==> config.mk <==
export PLATFORM = sky130hd
export DESIGN_NAME = dat_xfer_sequencer
export DESIGN_NICKNAME = d
export VERILOG_FILES = /design/src/rtl/dat_xfer_sequencer_pkg.sv /design/src/rtl/dat_xfer_sequencer_xfer_watchdog.sv /design/src/rtl/dat_xfer_sequencer.sv
export SDC_FILE = /design/constraint.sdc
export NUM_CORES = 1
export LEC_CHECK = 0
export CAP_MARGIN = 0
export CORE_UTILIZATION = 26
export CTS_CLUSTER_SIZE = 30
export DETAILED_ROUTE_END_ITERATION = 8
export PLACE_DENSITY = 0.57
export RECOVER_POWER = 25
export SLEW_MARGIN = 20
export SYNTH_ARGS = -nofsm -noshare
export SYNTH_HDL_FRONTEND = slang
export SYNTH_HIERARCHICAL = 1
export SYNTH_SLANG_ARGS = --single-unit
==> constraint.sdc <==
create_clock -name sd_clock -period 4.9 [get_ports sd_clock]
set_input_delay 0.49 -clock sd_clock [delete_from_list [all_inputs] [get_ports sd_clock]]
set_output_delay 0.49 -clock sd_clock [all_outputs]
set_load 0.01 [all_outputs]
==> src/rtl/dat_xfer_sequencer_pkg.sv <==
// Shared definitions for the SD DAT transfer sequencer: FSM states, error codes and
// default widths.
package dat_xfer_sequencer_pkg;

   localparam int unsigned BLK_W_DEF      = 4;
   localparam int unsigned TO_W_DEF       = 16;
   localparam int unsigned GAP_CYCLES_DEF = 2;

   typedef enum logic [2:0] {
      StIdle,
      StWaitFifo,
      StWaitBlk,
      StGap,
      StDone,
      StError
   } state_t;

   localparam logic [1:0] ERR_ABORT   = 2'b00;
   localparam logic [1:0] ERR_CRC     = 2'b01;
   localparam logic [1:0] ERR_PHYS_TO = 2'b10;
   localparam logic [1:0] ERR_WDOG    = 2'b11;

endpackage

==> src/rtl/dat_xfer_sequencer_xfer_watchdog.sv <==
// Per-block watchdog: counts cycles since the launch strobe, saturating, and flags the
// cycle whose edge brings the count up to the limit. A zero limit never expires.
module dat_xfer_sequencer_xfer_watchdog #(
   parameter int unsigned TO_W = 16
) (
   input  logic            sd_clock,
   input  logic            reset,
   input  logic            clear_in,
   input  logic            enable_in,
   input  logic [TO_W-1:0] limit_in,
   output logic            expired_out
);

   logic [TO_W-1:0] r_count;
   logic [TO_W-1:0] w_count_inc;

   always_comb begin
      w_count_inc = (r_count == '1) ? r_count : r_count + TO_W'(1);
      expired_out = enable_in && (limit_in != '0) && (w_count_inc >= limit_in);
   end

   // Clearing in the launch cycle loads 1 so the count equals edges elapsed since launch.
   always_ff @(posedge sd_clock) begin
      if (reset) begin
         r_count <= '0;
      end else if (clear_in) begin
         r_count <= TO_W'(1);
      end else if (enable_in) begin
         r_count <= w_count_inc;
      end
   end

endmodule

==> src/rtl/dat_xfer_sequencer.sv <==
// Host-side SD DAT sequencer: latches a transfer request, launches dat_phys one block at
// a time, and ends every transfer with exactly one done or error pulse.
module dat_xfer_sequencer
   import dat_xfer_sequencer_pkg::*;
#(
   parameter int unsigned BLK_W      = BLK_W_DEF,
   parameter int unsigned TO_W       = TO_W_DEF,
   parameter int unsigned GAP_CYCLES = GAP_CYCLES_DEF
) (
   input  logic             sd_clock,
   input  logic             reset,
   input  logic             start_in,
   input  logic             abort_in,
   input  logic             write_read_in,
   input  logic             multiple_in,
   input  logic [BLK_W-1:0] blocks_in,
   input  logic [TO_W-1:0]  timeout_in,
   input  logic             fifo_ready_in,
   input  logic             phys_block_done_in,
   input  logic             phys_crc_err_in,
   input  logic             phys_timeout_in,
   output logic             strobe_out,
   output logic             ack_out,
   output logic             idle_out,
   output logic             write_read_out,
   output logic             multiple_out,
   output logic [BLK_W-1:0] blocks_out,
   output logic [TO_W-1:0]  timeout_out,
   output logic [BLK_W-1:0] blocks_left_out,
   output logic             busy_out,
   output logic             done_out,
   output logic             error_out,
   output logic [1:0]       err_code_out
);

   localparam int unsigned      GAP_W    = (GAP_CYCLES > 1) ? $clog2(GAP_CYCLES) : 1;
   localparam logic [GAP_W-1:0] GAP_LOAD = GAP_W'(GAP_CYCLES - 1);

   state_t           r_state;
   logic             r_idle;
   logic             r_busy;
   logic             r_done;
   logic             r_error;
   logic [1:0]       r_err_code;
   logic             r_write_read;
   logic             r_multiple;
   logic [BLK_W-1:0] r_blocks;
   logic [TO_W-1:0]  r_timeout;
   logic [BLK_W-1:0] r_blocks_left;
   logic [GAP_W-1:0] r_gap_cnt;

   logic             w_strobe;
   logic             w_ack;
   logic             w_wdog_expired;
   logic             w_err_hit;
   logic [1:0]       w_err_code;
   logic [BLK_W-1:0] w_count;
   logic [BLK_W-1:0] w_left_dec;

   // Launch and acknowledge are same-cycle handshakes with dat_phys, so they are decoded
   // from the registered state rather than delayed by a flop.
   always_comb begin
      w_strobe   = !reset && (r_state == StWaitFifo) && fifo_ready_in && !abort_in;
      w_ack      = !reset && (r_state == StWaitBlk) && phys_block_done_in && !phys_crc_err_in
                   && !abort_in && !phys_timeout_in;
      w_count    = multiple_in ? blocks_in : BLK_W'(1);
      w_left_dec = (r_blocks_left == '0) ? '0 : r_blocks_left - BLK_W'(1);
   end

   always_comb begin
      w_err_hit  = 1'b0;
      w_err_code = ERR_ABORT;
      unique case (r_state)
         StWaitFifo, StGap: w_err_hit = abort_in;
         StWaitBlk: begin
            if (abort_in) begin
               w_err_hit = 1'b1;
            end else if (phys_timeout_in) begin
               w_err_hit  = 1'b1;
               w_err_code = ERR_PHYS_TO;
            end else if (phys_block_done_in) begin
               w_err_hit  = phys_crc_err_in;
               w_err_code = ERR_CRC;
            end else if (w_wdog_expired) begin
               w_err_hit  = 1'b1;
               w_err_code = ERR_WDOG;
            end
         end
         default: ;
      endcase
   end

   dat_xfer_sequencer_xfer_watchdog #(
      .TO_W (TO_W)
   ) u_watchdog (
      .sd_clock    (sd_clock),
      .reset       (reset),
      .clear_in    (w_strobe),
      .enable_in   (r_state == StWaitBlk),
      .limit_in    (r_timeout),
      .expired_out (w_wdog_expired)
   );

   always_ff @(posedge sd_clock) begin
      if (reset) begin
         r_state       <= StIdle;
         r_idle        <= 1'b1;
         r_busy        <= 1'b0;
         r_done        <= 1'b0;
         r_error       <= 1'b0;
         r_err_code    <= ERR_ABORT;
         r_write_read  <= 1'b0;
         r_multiple    <= 1'b0;
         r_blocks      <= '0;
         r_timeout     <= '0;
         r_blocks_left <= '0;
         r_gap_cnt     <= '0;
      end else begin
         r_done  <= 1'b0;
         r_error <= 1'b0;
         if (w_err_hit) begin
            r_state    <= StError;
            r_error    <= 1'b1;
            r_idle     <= 1'b1;
            r_err_code <= w_err_code;
         end else begin
            unique case (r_state)
               StIdle: begin
                  if (start_in) begin
                     r_write_read  <= write_read_in;
                     r_multiple    <= multiple_in;
                     r_blocks      <= blocks_in;
                     r_timeout     <= timeout_in;
                     r_blocks_left <= w_count;
                     r_err_code    <= ERR_ABORT;
                     r_busy        <= 1'b1;
                     if (w_count == '0) begin
                        r_state <= StDone;
                        r_done  <= 1'b1;
                     end else begin
                        r_state <= StWaitFifo;
                        r_idle  <= 1'b0;
                     end
                  end
               end
               StWaitFifo: begin
                  if (w_strobe) begin
                     r_state <= StWaitBlk;
                  end
               end
               StWaitBlk: begin
                  if (w_ack) begin
                     r_blocks_left <= w_left_dec;
                     r_idle        <= 1'b1;
                     if (w_left_dec == '0) begin
                        r_state <= StDone;
                        r_done  <= 1'b1;
                     end else begin
                        r_state   <= StGap;
                        r_gap_cnt <= GAP_LOAD;
                     end
                  end
               end
               StGap: begin
                  if (r_gap_cnt == '0) begin
                     r_state <= StWaitFifo;
                     r_idle  <= 1'b0;
                  end else begin
                     r_gap_cnt <= r_gap_cnt - GAP_W'(1);
                  end
               end
               StDone, StError: begin
                  r_state <= StIdle;
                  r_busy  <= 1'b0;
               end
               default: r_state <= StIdle;
            endcase
         end
      end
   end

   assign strobe_out      = w_strobe;
   assign ack_out         = w_ack;
   assign idle_out        = r_idle;
   assign write_read_out  = r_write_read;
   assign multiple_out    = r_multiple;
   assign blocks_out      = r_blocks;
   assign timeout_out     = r_timeout;
   assign blocks_left_out = r_blocks_left;
   assign busy_out        = r_busy;
   assign done_out        = r_done;
   assign error_out       = r_error;
   assign err_code_out    = r_err_code;

endmodule

After elaboration in Yosys (flattened, before gate mapping) --
Cells that the tools add are included.
Word-level totals: bits in registers 52, input port bits 30, output and inout port bits 34, word-level logic and storage cells 120
Cells by class: add/sub/neg operators 3, $lt $le $gt $ge 1, eq/ne operators 16, multiplexer cells 46, bitwise gates (word level) 1, reduce and logical (&&, ||, !) cells 38
Operator list (number):
- $mux 3 | 7
- $mux 1 | 19
- $add 16x1->16 const B | 1
- $eq 16x16->1 const B | 1
- $ge 16x16->1 | 1
- $mux 16 | 1
- $mux 2 | 8
- $mux 4 | 4
- $reduce_and 4->1 | 4
- $reduce_bool 16->1 | 1
- $logic_not 4->1 | 3
- $ne 2x2->1 const B | 6
- $ne 3x3->1 const B | 4
- $pmux 3 s4 | 1
- $reduce_bool 2->1 | 6
- $logic_and 1x1->1 | 10
- $pmux 1 s2 | 4
- $pmux 4 s2 | 1
- $reduce_or 2->1 | 4
- $eq 3x2->1 const B | 2
- $eq 3x3->1 const B | 2
- $reduce_and 3->1 | 2
- $reduce_and 5->1 | 1
- $logic_not 1->1 | 4
- other kinds (8) | 8

Logic depth before layout (Yosys ltp) --
depth in word-level cells 11, gate-level depth with buffers 15, gate-level depth less buffers 14

Cells and area by module --
The synthesis kept the hierarchy.
Modules (own cells, without submodules):
- dat_xfer_sequencer | instances 1, cells each 206, area an instance 1667.8 µm²
- dat_xfer_sequencer_xfer_watchdog | instances 1, cells each 213, area an instance 1637.8 µm²

Worst setup path before layout --
OpenSTA, ideal clock, no wires.
path type reg2reg, from reg u_watchdog.r_count[0], to reg r_done, in the netlist done_out, library setup time 76 ps, arrival time 3293 ps, required time 4824 ps, path slack 1532 ps, stages on the path, launching flop included 16, period minus slack after synthesis 3368 ps, path through dfxtp_1 > ha_1 > nand2_1 > nor2_2 > clkbuf_1 > a21oi_1 > xor2_1 > ha_1 > a21oi_1 > a21boi_0 > a2111oi_0 > a31oi_1 > mux2i_1 > a211o_1 > nor2b_1 > a21boi_0
Between the ends: longest elaborated chain between the ends 10, elaborated cells on any way between the ends 11
RTL lines:
- start: declaration | line dat_xfer_sequencer_xfer_watchdog.sv:14 | logic [TO_W-1:0] r_count;
- start signal: assignment | line dat_xfer_sequencer_xfer_watchdog.sv:29 | r_count <= w_count_inc;
- $add 16x1->16 / $eq 16x16->1 (equally long branches) | line dat_xfer_sequencer_xfer_watchdog.sv:18 | w_count_inc = (r_count == '1) ? r_count : r_count + TO_W'(1);
- $mux 16 * | line dat_xfer_sequencer_xfer_watchdog.sv:18
- net u_watchdog.w_count_inc[10] | line dat_xfer_sequencer_xfer_watchdog.sv:15 | logic [TO_W-1:0] w_count_inc;
- $ge 16x16->1 * | line dat_xfer_sequencer_xfer_watchdog.sv:19 | expired_out = enable_in && (limit_in != '0) && (w_count_inc >= limit_in);
- $logic_and 1x1->1 * | line dat_xfer_sequencer_xfer_watchdog.sv:19
- net w_wdog_expired | line dat_xfer_sequencer.sv:54 | logic w_wdog_expired;
- $mux 1 * | line dat_xfer_sequencer.sv:84 | end else if (w_wdog_expired) begin
- $mux 1 * | line dat_xfer_sequencer.sv:81 | end else if (phys_block_done_in) begin
- $mux 1 * | line dat_xfer_sequencer.sv:78 | end else if (phys_timeout_in) begin
- $mux 1 * | line dat_xfer_sequencer.sv:76 | if (abort_in) begin
- $pmux 1 s2 * | line dat_xfer_sequencer.sv:73 | unique case (r_state)
- $reduce_or 2->1 (no source line) *
- end signal: assignment | line dat_xfer_sequencer.sv:109 | r_done <= 1'b0;
- end signal: assignment | line dat_xfer_sequencer.sv:119 | r_done <= 1'b0;
- end signal: assignment | line dat_xfer_sequencer.sv:139 | r_done <= 1'b1;
- end: declaration | line dat_xfer_sequencer.sv:42 | logic r_done;
The timed path passes the listed nets; every way through them passes the cells marked *. A chain may end at the register's enable or synchronous reset.

Final worst setup path --
Same ends and word-level chain as after synthesis.

==> run_results.csv <==
group,metric,value,unit
outcome,status,"completed",
floorplan,num_rows,40,
flow_run,max-cap-violations,0,
clocking,h-tree-depth,2,
floorplan,ioPinCount,64,
synthesis,yosysTopAreaCell,"dfxtp_1",
layout,synthToLayoutAreaGrowth,28.1,%
setup_path,r2r-start,"u_watchdog/r_count[0]$_SDFFE_PP0P_",
worst_hold_path,min-delay-start,"write_read_out$_SDFFE_PP0P_",
power,p_leak,0.00155,µW
setup_path,worst-path-max-fanout,9,
synthesis,synth_edf_count,0,
clocking,cts_resized,0,
timing,setup_tns,0,ps
global_route,grt_pass1_vias,3130,
global_route,grt_usage,15.2,%
clocking,clk_pin_slew,80,ps
placed_design,portBuffers,63,
detailed_routing,postRouteAntennaNets,0,
floorplan,die_w,115,µm
placed_design,place_inst,632,
global_route,overflow,0,
timing,period_share,78.5,%
clocking,clock-sinks,52,
synthesis,syn_nets,466,
timing,max_freq,260,MHz
timing,finalWorstSetupSlack,1050,ps
synthesis,ys_seq_area_share,31.5,%
floorplan,die-area,13200,µm²
synthesis,syn_avg_cell_area,7.89,µm²
layout,antennaDiodeCount,0,
setup_path,cp.arrival,4040,ps
setup_path,start_kind,"flop",
placed_design,dp.final_hpwl,7.39,mm
floorplan,start_util,27.1,%
power,power.total,1600,µW
placed_design,place_ws,1120,ps
timing,setup_violations,0,
detailed_routing,via_per_inst,5.19,
global_route,grt_max_degree,26,
clocking,clock_latency,300,ps
timing,final_max_slew_viol_count,0,
synthesis,yosysWarnings,6,
power,pwr_density_cell,378,nW/µm²
setup_path,end_kind,"flop",
synthesis,synthArstFlopShare,0,%
synthesis,netlist_instances,419,
synthesis,synthTopCellsByArea,"dfxtp_1, nand2_1, a21oi_1",
global_route,antenna_found_initial,0,
clocking,clockBufferDepth,2,
timing,hold_viol_final,0,
clocking,cts_buffers,5,
timing,post-route-min-period,3850,ps
floorplan,die_h,115,µm
detailed_routing,first_iter_violations,179,
floorplan,core,12200,µm²
detailed_routing,wl_per_cell,15.3,µm
timing,tightest_slew,975,ps
setup_path,critPathLaunch,"u_watchdog/r_count[0]$_SDFFE_PP0P_",
detailed_routing,route.detailed.drc,0,
synthesis,synthFlopType,"dfxtp_1",
detailed_routing,drt_first_pass_iters,4,
timing,whs,457,ps
clocking,root_buffer,"clkbuf_16",
global_route,grt_pass1_wl,15.8,mm
synthesis,synth_top_area_share,31.5,%
synthesis,ys_types,65,
worst_hold_path,holdCritPathClass,"reg2reg",
timing,max_slew_margin,34.8,%
timing,rsz0062_at_grt,"no",
setup_path,required,5090,ps
clocking,post-cts-setup-buffers,0,
placed_design,place_congestion,0.887,
synthesis,synth_area,3310,µm²
power,ir_drop,0.209,mV
setup_path,critical_path_class,"reg2reg",
clocking,tritoncts,"yes",
synthesis,ys_ff_latch,52,
layout,nNetsFinal,518,
detailed_routing,wirelength,9.80,mm
layout,drive_gt1_share,6.36,%
detailed_routing,dr_total_vias,3324,
layout,final_cell_count_no_fill,640,
clocking,holdBufCountCts,0,
timing,finalClockSkew,8.37,ps
[critical path: stages (launching register included)]
cell and delay [ps]:
dfxtp_1 450, ha_1 320, nand2_1 180, nor2_2 380, nand3_2 300, mux2_1 400, ha_1 280, o2111ai_1 120
a211o_1 290, a31oi_1 200, mux2i_1 150, a211o_1 370, nor2b_1 180, a21boi_0 130
[synth_stat cells, types with 3 or more instances]
cell       instances
a211o_1            4
a211oi_1           4
inv_1             26
xor2_1             3
a2111oi_0          3
nand2_1           67
a31oi_1            9
ha_1              17
nor3_1             8
buf_2              7
or3_1              8
nand4_1           10
clkbuf_1          14
mux2i_1            9
o21ai_0            8
dfxtp_1           52
nor4_1             6
nor2_1            13
nand2b_1           6
o311ai_1           3
a21oi_1           47
and3_1             5
nand3_1           17
o31a_1             4
nor2b_1            7
a311oi_1           5
xnor2_1            5
[power by group]
group,internal [µW],switching (µW),total [µW]
clock,194,178,373
combinational,284,348,632
sequential,493,104,597
[cell type report]
type,instances,area (µm²)
Fill cell,1327,7980
Multi-Input combinational cell,316,2050
Sequential cell,52,1040
Timing Repair Buffer,69,671
Tap cell,168,210
Clock buffer,5,125
Inverter,27,106
Clock inverter,3,27.5
[through the flow]
stage                     area (µm²)  utilization [%]
after floorplan                 3310                -
after global placement          4090             33.5
after detailed placement        4090             33.5
after CTS                       4240             34.7
after global routing            4230             34.7
final                           4230             34.7
[path summary, 6_finish.rpt]
check                                end  slack [ps]  cells after the start
max                  done_out$_SDFF_PP0_        1050                     13
min          write_read_out$_SDFFE_PP0P_         460                      2
max reg2reg          done_out$_SDFF_PP0_        1050                     13
min reg2reg  write_read_out$_SDFFE_PP0P_         460                      2
[flip-flops by register name (all words and copies together), names as in the netlist]
signal              cells
timeout_out            16
u_watchdog/r_count     16
blocks_left_out         4
blocks_out              4
r_state                 3
err_code_out            2
busy_out                1
done_out                1
error_out               1
idle_out                1
multiple_out            1
r_gap_cnt               1
write_read_out          1
[placed cells by master (no fill, tap or decap), drive strengths merged, types with 3 or more instances in the layout]
cell	count
nand3	18
xnor2	5
clkdlybuf4s50	42
and3	5
mux2i	9
nand2	67
dlygate4sd3	20
a2111oi	4
nor3	9
nor2	15
a311oi	5
a31oi	9
nor4	9
buf	7
ha	17
o31a	4
or2	3
a21oi	47
nand2b	6
o311ai	5
dfxtp	52
o21ai	9
inv	27
clkbuf	5
o41ai	3
xor2	3
a211o	4
nor2b	7
or3	8
nand4	11
a211oi	4
[routing by layer]
metal	track usage (%)	wire length (µm)	vias to the layer above
met2	25.9	4750	127
li1	-	-	1640
met1	19.9	4280	1545
met3	2.58	601	12
met4	4.42	168	0
met5	0	0	-
[cell families (layout without fill, tap and decap cells)]
group	after synthesis	after routing	share of synthesized area (%)
buffers and inverters	51	104	6.55
multiplexers	11	11	3.41
flip-flops	52	52	31.5
adder cells (fa/ha/maj)	17	17	6.43
XOR/XNOR	8	8	2.12
AO/OA/AOI/OAI	114	114	23.3
AND/OR/NAND/NOR	166	166	26.7
No activity file was read; power rests on OpenSTA's default activity.
==> variant, RTL diff (config.mk and constraints unchanged) <==
Change the package constant `GAP_CYCLES_DEF` from 2 to 8.
--- a/src/rtl/dat_xfer_sequencer_pkg.sv
+++ b/src/rtl/dat_xfer_sequencer_pkg.sv
@@ -6,3 +6,3 @@
    localparam int unsigned TO_W_DEF       = 16;
-   localparam int unsigned GAP_CYCLES_DEF = 2;
+   localparam int unsigned GAP_CYCLES_DEF = 8;
 
Behaviour: not the same (a bounded check fails within 10 cycles, from zero or initial values and one cycle with reset high).
==> variant against the unedited design <==
- setup slack lost 0.31 ns
- synthesized area grew 2.7%
- cell area grew 2.0%
- count of clock-buffer cells in the layout is the same
- cell count grew 3.6%
- sequential power shrank 3%
- die area grew 2.6%
- power shrank 8.0%
- clock skew shrank 0.0034 ns
- synthesized cell count grew 5.3%
- sequential cell count grew 2
- routed wire length grew 1.9%
- via count grew 2.0%
- largest cell class unchanged
- largest power group is now sequential cells
==> variant: results (changes against the unedited design) <==
Run status
  • Status: finished, final reports clean

Global routing
  • Met2 Use GR: 0.2533 (-0.005735)
  • Pin count of the biggest net entering global routing: 46 (+77%)
  • Vias in the first global route: 3247 (+3.7%)
  • Global Route met3 Usage: 0.03010 (+0.004268)
  • Grt met1 use: 0.2006 (+0.001928)
  • First-pass GRT wire length: 16.28 mm (+3.3%)
  • Initial antenna violation count: 0 (unchanged)
  • Total track usage: 0.1537 (+0.001171)

Setup path
  • Worst R2R Start: u_watchdog/r_count[0]$_SDFFE_PP0P_
  • Worst stage delay on the critical path: 0.47 ns (+0.02 ns)
  • R2r setup slk: 0.75 ns (-0.31 ns)
  • WS Path Type: reg -> reg
  • CP max-delay cell: dfxtp_1
  • Worst r2r path cells: 15 (+2)
  • CP Data Arrival Time: 4.36 ns (+0.32 ns)
  • Critical path peak fanout: 17 (+8)
  • Worst flop-to-flop path endpoint: r_gap_cnt[2]$_SDFFE_PP0P_

Pwr
  • Peak supply drop: 0.0001888 V (-9.8%)
  • Switching power: 0.0005554 W (-12%)
  • P_seq: 0.000582 W (-3%)
  • Logic power comb: 0.000516 W (-18%)
  • Part of the power in registers: 0.395 (+0.022)
  • Leak pwr: 1.570 nW (+1.6%)

Placement
  • DP HPWL: 7.353 mm (-0.48%)
  • Port buffer count: 63 (unchanged)
  • Placed instance area: 4167 um2 (+2.0%)
  • Dpl ws: 0.8661 ns (-0.2508 ns)
  • Global placer's final weighted congestion: 0.9032 (+1.8%)
  • Post-Place Cells: 655 (+3.6%)

CTS
  • PostCTS Resize Cnt: 0 (unchanged)
  • H-tree lvl count: 2 (unchanged)
  • Post-CTS Setup Inserts: 0 (unchanged)
  • # hold bufs at CTS: 0 (unchanged)

Final layout
  • Layout cells sized above 1: 0.06110 (-0.002460)
  • Fillers: 1362 (+2.6%)
  • Nets: 539 (+4.1%)
  • Final non-filler cell total: 663 (+3.6%)

Timing
  • Worst Skew: 0.004951 ns (-0.003416 ns)
  • Worst Max-Slew Pin Slew: 0.9330 ns (-0.04238 ns)
  • Worst Setup Slack, final: 0.7470 ns (-0.3070 ns)
  • Hold WS: 0.4587 ns (+0.001912 ns)

Routing
  • Starting DRT DRC Count: 173 (-3.4%)
  • 1st-pass router iterations: 5 (+1)
  • Via count: 3391 (+2.0%)
  • Wire per inst: 15.07 um (-1.6%)

Yosys
  • Unique cell type count in the Yosys netlist: 66 (+1.5%)
  • Post-Syn Nets: 490 (+5.2%)
  • Synth top area cells: dfxtp_1 (32%), a21oi_1 (7.7%), nand2_1 (7.5%)
  • Seq/Total Area, Yosys: 0.3185 (+0.003554)
  • Ys async rst share: 0 (unchanged)
  • Post-Synthesis Cells: 441 (+5.3%)
  • Synth warnings: 6 (unchanged)
  • Commonest cells post-synth: nand2_1 (68), dfxtp_1 (54), a21oi_1 (52)

Worst hold path
  • Hold worst-path end: blocks_out[1]$_SDFFE_PP0P_
  • Worst Hold Launch: blocks_out[1]$_SDFFE_PP0P_
-- variant: changes by cell type in the layout (fill, tap and decap cells not counted), sizes merged, moves of 3 or more --
cell / before / now
nor3: 9 / 18
nor2: 15 / 22
a21oi: 47 / 53
inv: 27 / 31
nor2b: 7 / 3
or3: 8 / 4
mux2i: 9 / 6
o31a: 4 / 1
-- variant: routing by layer --
| metal | share of wire | up-vias |
|---|---|---|
| met3 | 0.039 | 8 |
| met2 | 0.47 | 73 |
| met4 | 0.011 | 0 |
| li1 | - | 1701 |
| met5 | 0 | - |
| met1 | 0.48 | 1609 |
-- variant: area by class of cell --
class	count	area (um2)	area share
Multi-Input combinational cell	331	2095	0.4848
Clock inverter	3	28.78	0.006661
Timing Repair Buffer	68	663.1	0.1535
Clock buffer	5	125.1	0.02896
Tap cell	172	215.2	0.04981
Sequential cell	54	1081	0.2502
Inverter	30	112.6	0.02606
-- variant: worst max-delay path: cells and delay by family (launching register included) --
family | cells | cell delay (ns)
AOI/OAI and AO/OA | 9 | 2.05
adders and majority gates | 2 | 0.64
DFF | 1 | 0.47
and+or+nand+nor | 2 | 0.46
buffers and inverters | 1 | 0.27
xor gates and xnor gates | 1 | 0.18
-- variant: logic make-up (layout without fill, tap and decap cells) --
kind of cell / Yosys count / in the layout / share of synthesized area
AO/OA/AOI/OAI: 120 / 120 / 0.2378
multiplexers: 9 / 9 / 0.02764
buffers and inverters: 56 / 106 / 0.06450
AND/OR/NAND/NOR: 175 / 175 / 0.2610
XOR/XNOR: 8 / 8 / 0.02064
adder cells (fa/ha/maj): 19 / 19 / 0.07003
flip-flops: 54 / 54 / 0.3185
